--- config.mk ---
export PLATFORM = sky130hd
export DESIGN_NAME = ctrl_code_encode
export DESIGN_NICKNAME = d
export VERILOG_FILES = /design/src/rtl/ctrl_code_encode.sv
export SDC_FILE = /design/constraint.sdc
export NUM_CORES = 1
export LEC_CHECK = 0
export CAP_MARGIN = 20
export CORE_ASPECT_RATIO = 0.6
export CORE_MARGIN = 1
export CORE_UTILIZATION = 53
export DETAILED_ROUTE_END_ITERATION = 7
export GPL_TIMING_DRIVEN = 0
export PLACE_DENSITY = 0.9
export REMOVE_ABC_BUFFERS = 1
export SLEW_MARGIN = 10
export SYNTH_ARGS = -nofsm -noshare
export SYNTH_HDL_FRONTEND = slang
export SYNTH_SLANG_ARGS = --single-unit
--- constraint.sdc ---
create_clock -name glb_100M -period 2.48 [get_ports glb_100M]
set_input_delay 0.372 -clock glb_100M [delete_from_list [all_inputs] [get_ports glb_100M]]
set_output_delay 0.372 -clock glb_100M [all_outputs]
set_load 0.02 [all_outputs]
--- src/rtl/ctrl_code_encode.sv ---
// Serializes one 22-byte control-code frame onto the FPRI/code pair (FPRI pulse, then 176 bits MSB-first).
// Latency: FPRI rises 1 cycle after an accepted start; done pulses FPRI_HIGH+176*BIT_CYC+TAIL_CYC+1 cycles after it.
// Backpressure: start is accepted only while busy=0 (IDLE or DONE); requests while busy are dropped, not queued.
module ctrl_code_encode #(
    parameter int unsigned BIT_CYC   = 4,
    parameter int unsigned FPRI_HIGH = 8,
    parameter int unsigned TAIL_CYC  = 8
) (
    input  logic        glb_100M,
    input  logic        rst_n,
    input  logic        start,
    input  logic [7:0]  work_mode,
    input  logic [7:0]  ver_code,
    input  logic [7:0]  wave_code,
    input  logic [7:0]  fre_code,
    input  logic [15:0] pri_code,
    input  logic [7:0]  hor1_code,
    input  logic [7:0]  hor2_code,
    input  logic [7:0]  hor3_code,
    input  logic [7:0]  pulse_mode,
    input  logic [7:0]  monitor_addr,
    input  logic [7:0]  monitor_mode,
    input  logic [15:0] hor_phase_R,
    input  logic [15:0] ver_phase_R,
    input  logic [15:0] hor_phase_T,
    input  logic [15:0] ver_phase_T,
    output logic        FPRI,
    output logic        code,
    output logic        busy,
    output logic        done
);

    localparam int unsigned BW = (BIT_CYC > 1) ? $clog2(BIT_CYC) : 1;

    localparam logic [BW-1:0] BIT_LAST  = BW'(BIT_CYC - 1);
    localparam logic [7:0]    HEAD_LAST = 8'(FPRI_HIGH - 1);
    localparam logic [7:0]    TAIL_LAST = 8'(TAIL_CYC - 1);
    localparam logic [7:0]    IDX_LAST  = 8'd175;

    typedef enum logic [2:0] {
        IDLE,
        HEAD,
        SHIFT,
        TAIL,
        DONE
    } state_t;

    state_t         state;
    state_t         state_nxt;
    logic [BW-1:0]  bit_cnt;
    logic [BW-1:0]  bit_cnt_nxt;
    logic [7:0]     idx;
    logic [7:0]     idx_nxt;
    logic [7:0]     phase_cnt;
    logic [7:0]     phase_cnt_nxt;
    logic [175:0]   shadow;
    logic [175:0]   shadow_nxt;
    logic [175:0]   frame_img;
    logic           fpri_nxt;
    logic           code_nxt;
    logic           busy_nxt;
    logic           done_nxt;

    // Transmit order is MSB of this vector first; 16-bit fields go low byte first.
    assign frame_img = {
        8'hAA,              8'h55,
        work_mode,          ver_code,
        wave_code,          fre_code,
        pri_code[7:0],      pri_code[15:8],
        hor1_code,          hor2_code,
        hor3_code,          pulse_mode,
        monitor_addr,       monitor_mode,
        hor_phase_R[7:0],   hor_phase_R[15:8],
        ver_phase_R[7:0],   ver_phase_R[15:8],
        hor_phase_T[7:0],   hor_phase_T[15:8],
        ver_phase_T[7:0],   ver_phase_T[15:8]
    };

    // Outputs are computed for the next cycle and registered, so FPRI/code never glitch.
    always_comb begin
        state_nxt     = state;
        bit_cnt_nxt   = bit_cnt;
        idx_nxt       = idx;
        phase_cnt_nxt = phase_cnt;
        shadow_nxt    = shadow;
        fpri_nxt      = 1'b0;
        code_nxt      = 1'b0;
        busy_nxt      = 1'b0;
        done_nxt      = 1'b0;

        case (state)
            IDLE, DONE: begin
                if (start) begin
                    state_nxt     = HEAD;
                    shadow_nxt    = frame_img;
                    phase_cnt_nxt = 8'd0;
                    fpri_nxt      = 1'b1;
                    busy_nxt      = 1'b1;
                end else begin
                    state_nxt = IDLE;
                end
            end

            HEAD: begin
                busy_nxt = 1'b1;
                if (phase_cnt == HEAD_LAST) begin
                    state_nxt   = SHIFT;
                    bit_cnt_nxt = '0;
                    idx_nxt     = 8'd0;
                    code_nxt    = shadow[175];
                end else begin
                    phase_cnt_nxt = phase_cnt + 8'd1;
                    fpri_nxt      = 1'b1;
                end
            end

            SHIFT: begin
                busy_nxt = 1'b1;
                if (bit_cnt == BIT_LAST) begin
                    bit_cnt_nxt = '0;
                    if (idx == IDX_LAST) begin
                        state_nxt     = TAIL;
                        phase_cnt_nxt = 8'd0;
                    end else begin
                        idx_nxt    = idx + 8'd1;
                        shadow_nxt = {shadow[174:0], 1'b0};
                        code_nxt   = shadow[174];
                    end
                end else begin
                    bit_cnt_nxt = bit_cnt + 1'b1;
                    code_nxt    = shadow[175];
                end
            end

            TAIL: begin
                if (phase_cnt == TAIL_LAST) begin
                    state_nxt = DONE;
                    done_nxt  = 1'b1;
                end else begin
                    phase_cnt_nxt = phase_cnt + 8'd1;
                    busy_nxt      = 1'b1;
                end
            end

            default: begin
                state_nxt = IDLE;
            end
        endcase
    end

    always_ff @(posedge glb_100M or negedge rst_n) begin
        if (!rst_n) begin
            state     <= IDLE;
            bit_cnt   <= '0;
            idx       <= 8'd0;
            phase_cnt <= 8'd0;
            shadow    <= '0;
            FPRI      <= 1'b0;
            code      <= 1'b0;
            busy      <= 1'b0;
            done      <= 1'b0;
        end else begin
            state     <= state_nxt;
            bit_cnt   <= bit_cnt_nxt;
            idx       <= idx_nxt;
            phase_cnt <= phase_cnt_nxt;
            shadow    <= shadow_nxt;
            FPRI      <= fpri_nxt;
            code      <= code_nxt;
            busy      <= busy_nxt;
            done      <= done_nxt;
        end
    end

endmodule
Yosys cells after proc, flatten, opt, wreduce, memory -nomap -nowiden
Cells that the tools add are included.
{"block": "word_totals", "mem_count": 0, "register_bits": 201, "latch_bits": 0, "rom_bits": 0, "ramBits": 0, "out_inout_bits": 4, "in_bits": 163, "word_cells": 70}
{"block": "classes", "div_mod_pow": 0, "n_reduce_logical": 12, "magnitude_cmp": 0, "muxes": 32, "n_bitwise": 0, "shifts": 0, "n_eq_ne": 14, "multipliers": 0, "add_sub_neg": 3}
{"op": "two-way mux 176 bit", "count": 3}
{"op": "one-hot mux 176 bit (2 select lines)", "count": 1}
{"op": "two-way mux 8 bit", "count": 7}
{"op": "one-hot mux 8 bit (3 select lines)", "count": 1}
{"op": "adder 8 x 1 -> 8 bit (second input constant)", "count": 2}
{"op": "one-hot mux 8 bit (2 select lines)", "count": 1}
{"op": "inequality test 2 bit (second input constant)", "count": 7}
{"op": "two-way mux 3 bit", "count": 4}
{"op": "one-hot mux 3 bit (4 select lines)", "count": 1}
{"op": "AND reduction 4 bit", "count": 3}
{"op": "equality test 8 x 3 -> 1 bit (second input constant)", "count": 1}
{"op": "equality test 8 bit (second input constant)", "count": 1}
{"op": "two-way mux 1 bit", "count": 8}
{"op": "equality test 3 x 2 -> 1 bit (second input constant)", "count": 2}
{"op": "OR reduction 2 bit", "count": 3}
{"op": "AND reduction 5 bit", "count": 1}
{"op": "two-way mux 2 bit", "count": 2}
{"op": "one-hot mux 1 bit (2 select lines)", "count": 2}
{"op": "one-hot mux 2 bit (2 select lines)", "count": 1}
{"op": "nonzero test 2 bit", "count": 2}
{"op": "equality test 3 x 1 -> 1 bit (second input constant)", "count": 1}
{"op": "equality test 3 bit (second input constant)", "count": 1}
{"op": "zero test 3 bit", "count": 1}
{"op": "one-hot mux 1 bit (3 select lines)", "count": 1}
{"op": "other kinds (4)", "count": 4}

Longest topological paths before layout
{"block": "logic_depth", "word_depth": 4, "mapped_depth": 8, "depth_no_buf": 5}

Least setup slack after synthesis
No wires, ideal clock.
{"block": "synth_timing", "path_type": "register to register", "start": "register idx[0]", "end": "register shadow[10]", "path_slack_ns": 0.711, "required_ns": 2.399, "n_path_buf": 3, "path_stages_with_launch": 9, "setup_ns": 0.081, "synth_period_minus_slack_ns": 1.769, "t_arrival_ns": 1.688, "cell_sequence": "dfrtp_1 > ha_1 > nand3_2 > o211a_1 > or2_1 > buf_2 > buf_6 > buf_6 > a31oi_2"}
{"block": "synth_between", "elab_chain_len": 3}
{"element": "start, declared", "line": "52", "text": "logic [7:0] idx;"}
{"element": "start signal, assigned", "line": "165", "text": "idx <= idx_nxt;"}
{"element": "equality test 8 bit", "line": "121", "text": "if (idx == IDX_LAST) begin"}
{"element": "inequality test 2 bit (no source line)"}
{"element": "AND reduction 4 bit (no source line)"}
{"element": "end signal, assigned", "line": "167", "text": "shadow <= shadow_nxt;"}
{"element": "end, declared", "line": "56", "text": "logic [175:0] shadow;"}
No other way between the ends.
A chain may end at the register's enable or synchronous reset.

Worst setup path in the final report
{"block": "layout_timing", "start": "register state[0]", "end": "register idx[7]"}
{"block": "layout_between", "elab_chain_len": 3, "word_cells_on_any_way": 8, "cone_classes": "5 x eq/ne; 1 x mux; 2 x reduce/logical"}
{"element": "start, declared", "line": "48", "text": "state_t state;"}
{"element": "start signal, assigned", "line": "163", "text": "state <= state_nxt;"}
{"element": "equality test 3 x 1 -> 1 bit / equality test 3 x 2 -> 1 bit (equally long branches)", "line": "91", "text": "case (state)"}
{"element": "inequality test 2 bit (no source line) / nonzero test 2 bit (equally long branches)"}
{"element": "AND reduction 4 bit (no source line)"}
Parallel ways exist; a longest one is shown, timed or not.

==> impl_results.md <==
- DRC Markers: 0
- Worst Slack Setup Final: 0.135 ns
- Slew headroom: 53.3%
- PwrDens: 1170 mW/mm^2
- Setup TNS: 0 ns
- Antenna Nets Post-Route: 0
- Vias in the first global route: 8181
- Post-Synthesis Cell Area: 0.00956 mm^2
- Pins Over Slew Limit: 0
- Commonest non-fill, non-tap cell in the layout: nand2_1
- Die area: 0.0186 mm^2
- Global-route wire length before repair: 41400 um
- Maxcap violations: 0
- TritonRoute pass-1 iters: 5
- Final Hold Slack: 0.406 ns
- CTS tree: built
- Final Setup Violations: 0
- Status: complete, no violations
- Starting density of the core: 54.9%
- Synth Flop Type: dfrtp_1
- Critical path endpoint category: register
- RSZ-0062 raised after global routing: no
- Pin count of the biggest net entering global routing: 85
- Arr. time, crit path: 2.70 ns
- Routed vias/inst: 6.07
- CP Launch Point: state[0]$_DFFE_PN0P_
- Clock Skew: 0.0116 ns
- Synthesized flop and latch total: 201
- Area contributors post-synth: dfrtp_1, nand2_1, nor3_1
- H-tree depth: 1
- Worst EP required: 2.83 ns
- Fmax: 0.426 GHz
- Filler cells: 1357
- Final Wtd Congestion: 0.863
- Area leader, netlist: dfrtp_1
- Multi-input gate area: 0.00408 mm^2
- Layout cells sized above 1: 8.06%
- Syn Inst Count: 1075
- Initial antenna violation count: 0
- Tmin final: 2.34 ns
- Initial drt markers: 924
- Post-synthesis cell type count: 43
- Final wirelength: 25500 um
- Sequential share of the synthesized area: 52.6%
- Leak Pwr: 5.00 nW
- Site row count: 37
- HP Class: primary input to asynchronous set/reset pin
- Worst-path maximum fanout: 12
- Commonest cells after routing, fill and taps aside: nand2_1, dfrtp_1, nor3_1, clkdlybuf4s50_1, a31oi_1
- Dpl cells: 1395
- Worst-path clk slew: 0.06 ns
- Area Overhead vs Synth: 27.0%
- Tcrit/Tclk final: 94.6%
- VDD IR max: 520 uV
- Post-synth EDFFs: 0
- Routed vias: 8719
- Worst r2r src: state[0]$_DFFE_PN0P_
- Die Y-Extent: 106 um
- Skew-Pair Late Insertion Delay: 0.48 ns
- Core area: 0.0174 mm^2
- Fin. Hold Viols: 0
- Total GRT Usage: 27.3%
- Bufs on Longest Clock Path: 3
- Reg area: 0.00503 mm^2
- GR Overflow Total: 0
- # IOs: 167
- Inserted Clock Buffers: 19
- Post-synth top area share: 52.6%
- Die W: 175 um
- Worst slack at placement: -0.954 ns
- Share of synthesized registers carrying an async set or reset: 100%
- WL per Instance: 17.7 um
- N_diodes: 0
- Final Non-Filler Cells: 1437
- Nets@finish: 1360
- # port buffers: 166
- DP HPWL: 15600 um
- Synthesized area per cell: 8.90 um^2
- Crit start category: register
- Crit path kind: register to register
- Slew @ Worst Pin: 0.701 ns
- Num Clock Sinks: 201
- CTS root buffer: clkbuf_16
- Synth warnings: 0
where the power goes:
group          internal, W  switching, W
clock network      0.00165       0.00120
registers          0.00482      0.000952
logic              0.00240       0.00317
total              0.00887       0.00533
per-stage QoR:
stage | utilization, % | cell area, um^2 | power [W]
finish | 69.8 | 12100 | 0.0142
global route | 69.8 | 12100 | 0.0151
CTS | 69.5 | 12100 | 0.0141
detailed placement | 65.8 | 11500 | 0.0112
global placement | 63.2 | 11000 | 0.0104
floorplan | - | 9050 | 0.00959
path summary, 6_finish.rpt:
kind / to / slack [ns] / depth (start not counted)
worst max-delay path: idx[7]$_DFFE_PN0P_ / 0.14 / 4
worst min-delay path: state[1]$_DFFE_PN0P_ / 0.41 / 2
worst max register to register: idx[7]$_DFFE_PN0P_ / 0.14 / 4
worst min register to register: shadow[172]$_DFFE_PN0P_ / 0.51 / 1
max in group asynchronous: shadow[132]$_DFFE_PN0P_ / 1.35 / 3
min in group glb_100M: shadow[56]$_DFFE_PN0P_ / 0.46 / 3
state kept, by name, summed over array words and instances, names as in the netlist:
signal and flops:
shadow 176, idx 8, phase_cnt 8, state 3, bit_cnt 2, FPRI 1, busy 1, code 1
done 1
synth_stat cells, types with 2 or more instances:
library cell / count
a211o_1: 3
a21boi_0: 2
a21oi_1: 17
a221o_1: 2
a22o_1: 10
a2bb2oi_1: 2
a31oi_1: 131
a31oi_2: 30
and2_1: 4
and3_1: 7
buf_1: 9
buf_2: 23
buf_4: 3
buf_6: 13
clkbuf_1: 51
dfrtp_1: 201
ha_1: 3
inv_1: 2
nand2_1: 327
nand3_1: 12
nand4_1: 2
nor2_1: 19
nor3_1: 170
nor4_1: 2
o211a_1: 2
o211ai_1: 2
o21a_1: 2
o21ai_0: 8
xor2_1: 2
worst max-delay path, stage by stage (launching register included):
cell and delay [ns]:
dfrtp_1 0.55, nor2b_2 0.48, nand4b_1 0.51, and2_1 0.39
a211o_1 0.29
cell type report:
cell class              instances  area share, %
flip-flops and latches        201           41.4
multi-input cells             777           33.6
repair buffers                193           17.6
clock buffers                  27           4.57
well taps                     234           2.41
clock inverters                 3          0.330
inverters                       2         0.0618
metal layers:
| layer | routed length, um | share of wire, % | GRT usage [%] |
|---|---|---|---|
| met5 | 0 | 0 | 0 |
| met4 | 289 | 1.1 | 4.29 |
| met3 | 2260 | 8.9 | 6.51 |
| met2 | 11700 | 46 | 42.7 |
| met1 | 11200 | 44 | 39.5 |
cells by family after synthesis:
family                   Yosys count  synth area share (%)
AO/OA/AOI/OAI                    215                  16.4
XOR/XNOR                           2                 0.183
adder cells (fa/ha/maj)            3                 0.393
buffers and inverters            101                  5.40
flip-flops                       201                  52.6
AND/OR/NAND/NOR                  553                  25.0
what timing repair did:
item | 4_1_cts | 5_1_grt
gates cloned | 3 | 1
setup buffers | 1 | 6
endpoints found under the hold margin | 49 | 0
pin swaps | 2 | 1
setup endpoints to repair | 179 | 121
hold buffers | 1 | 0
gates resized for setup | 1 | 0
Note: power is estimated with default switching activity, not from simulation.
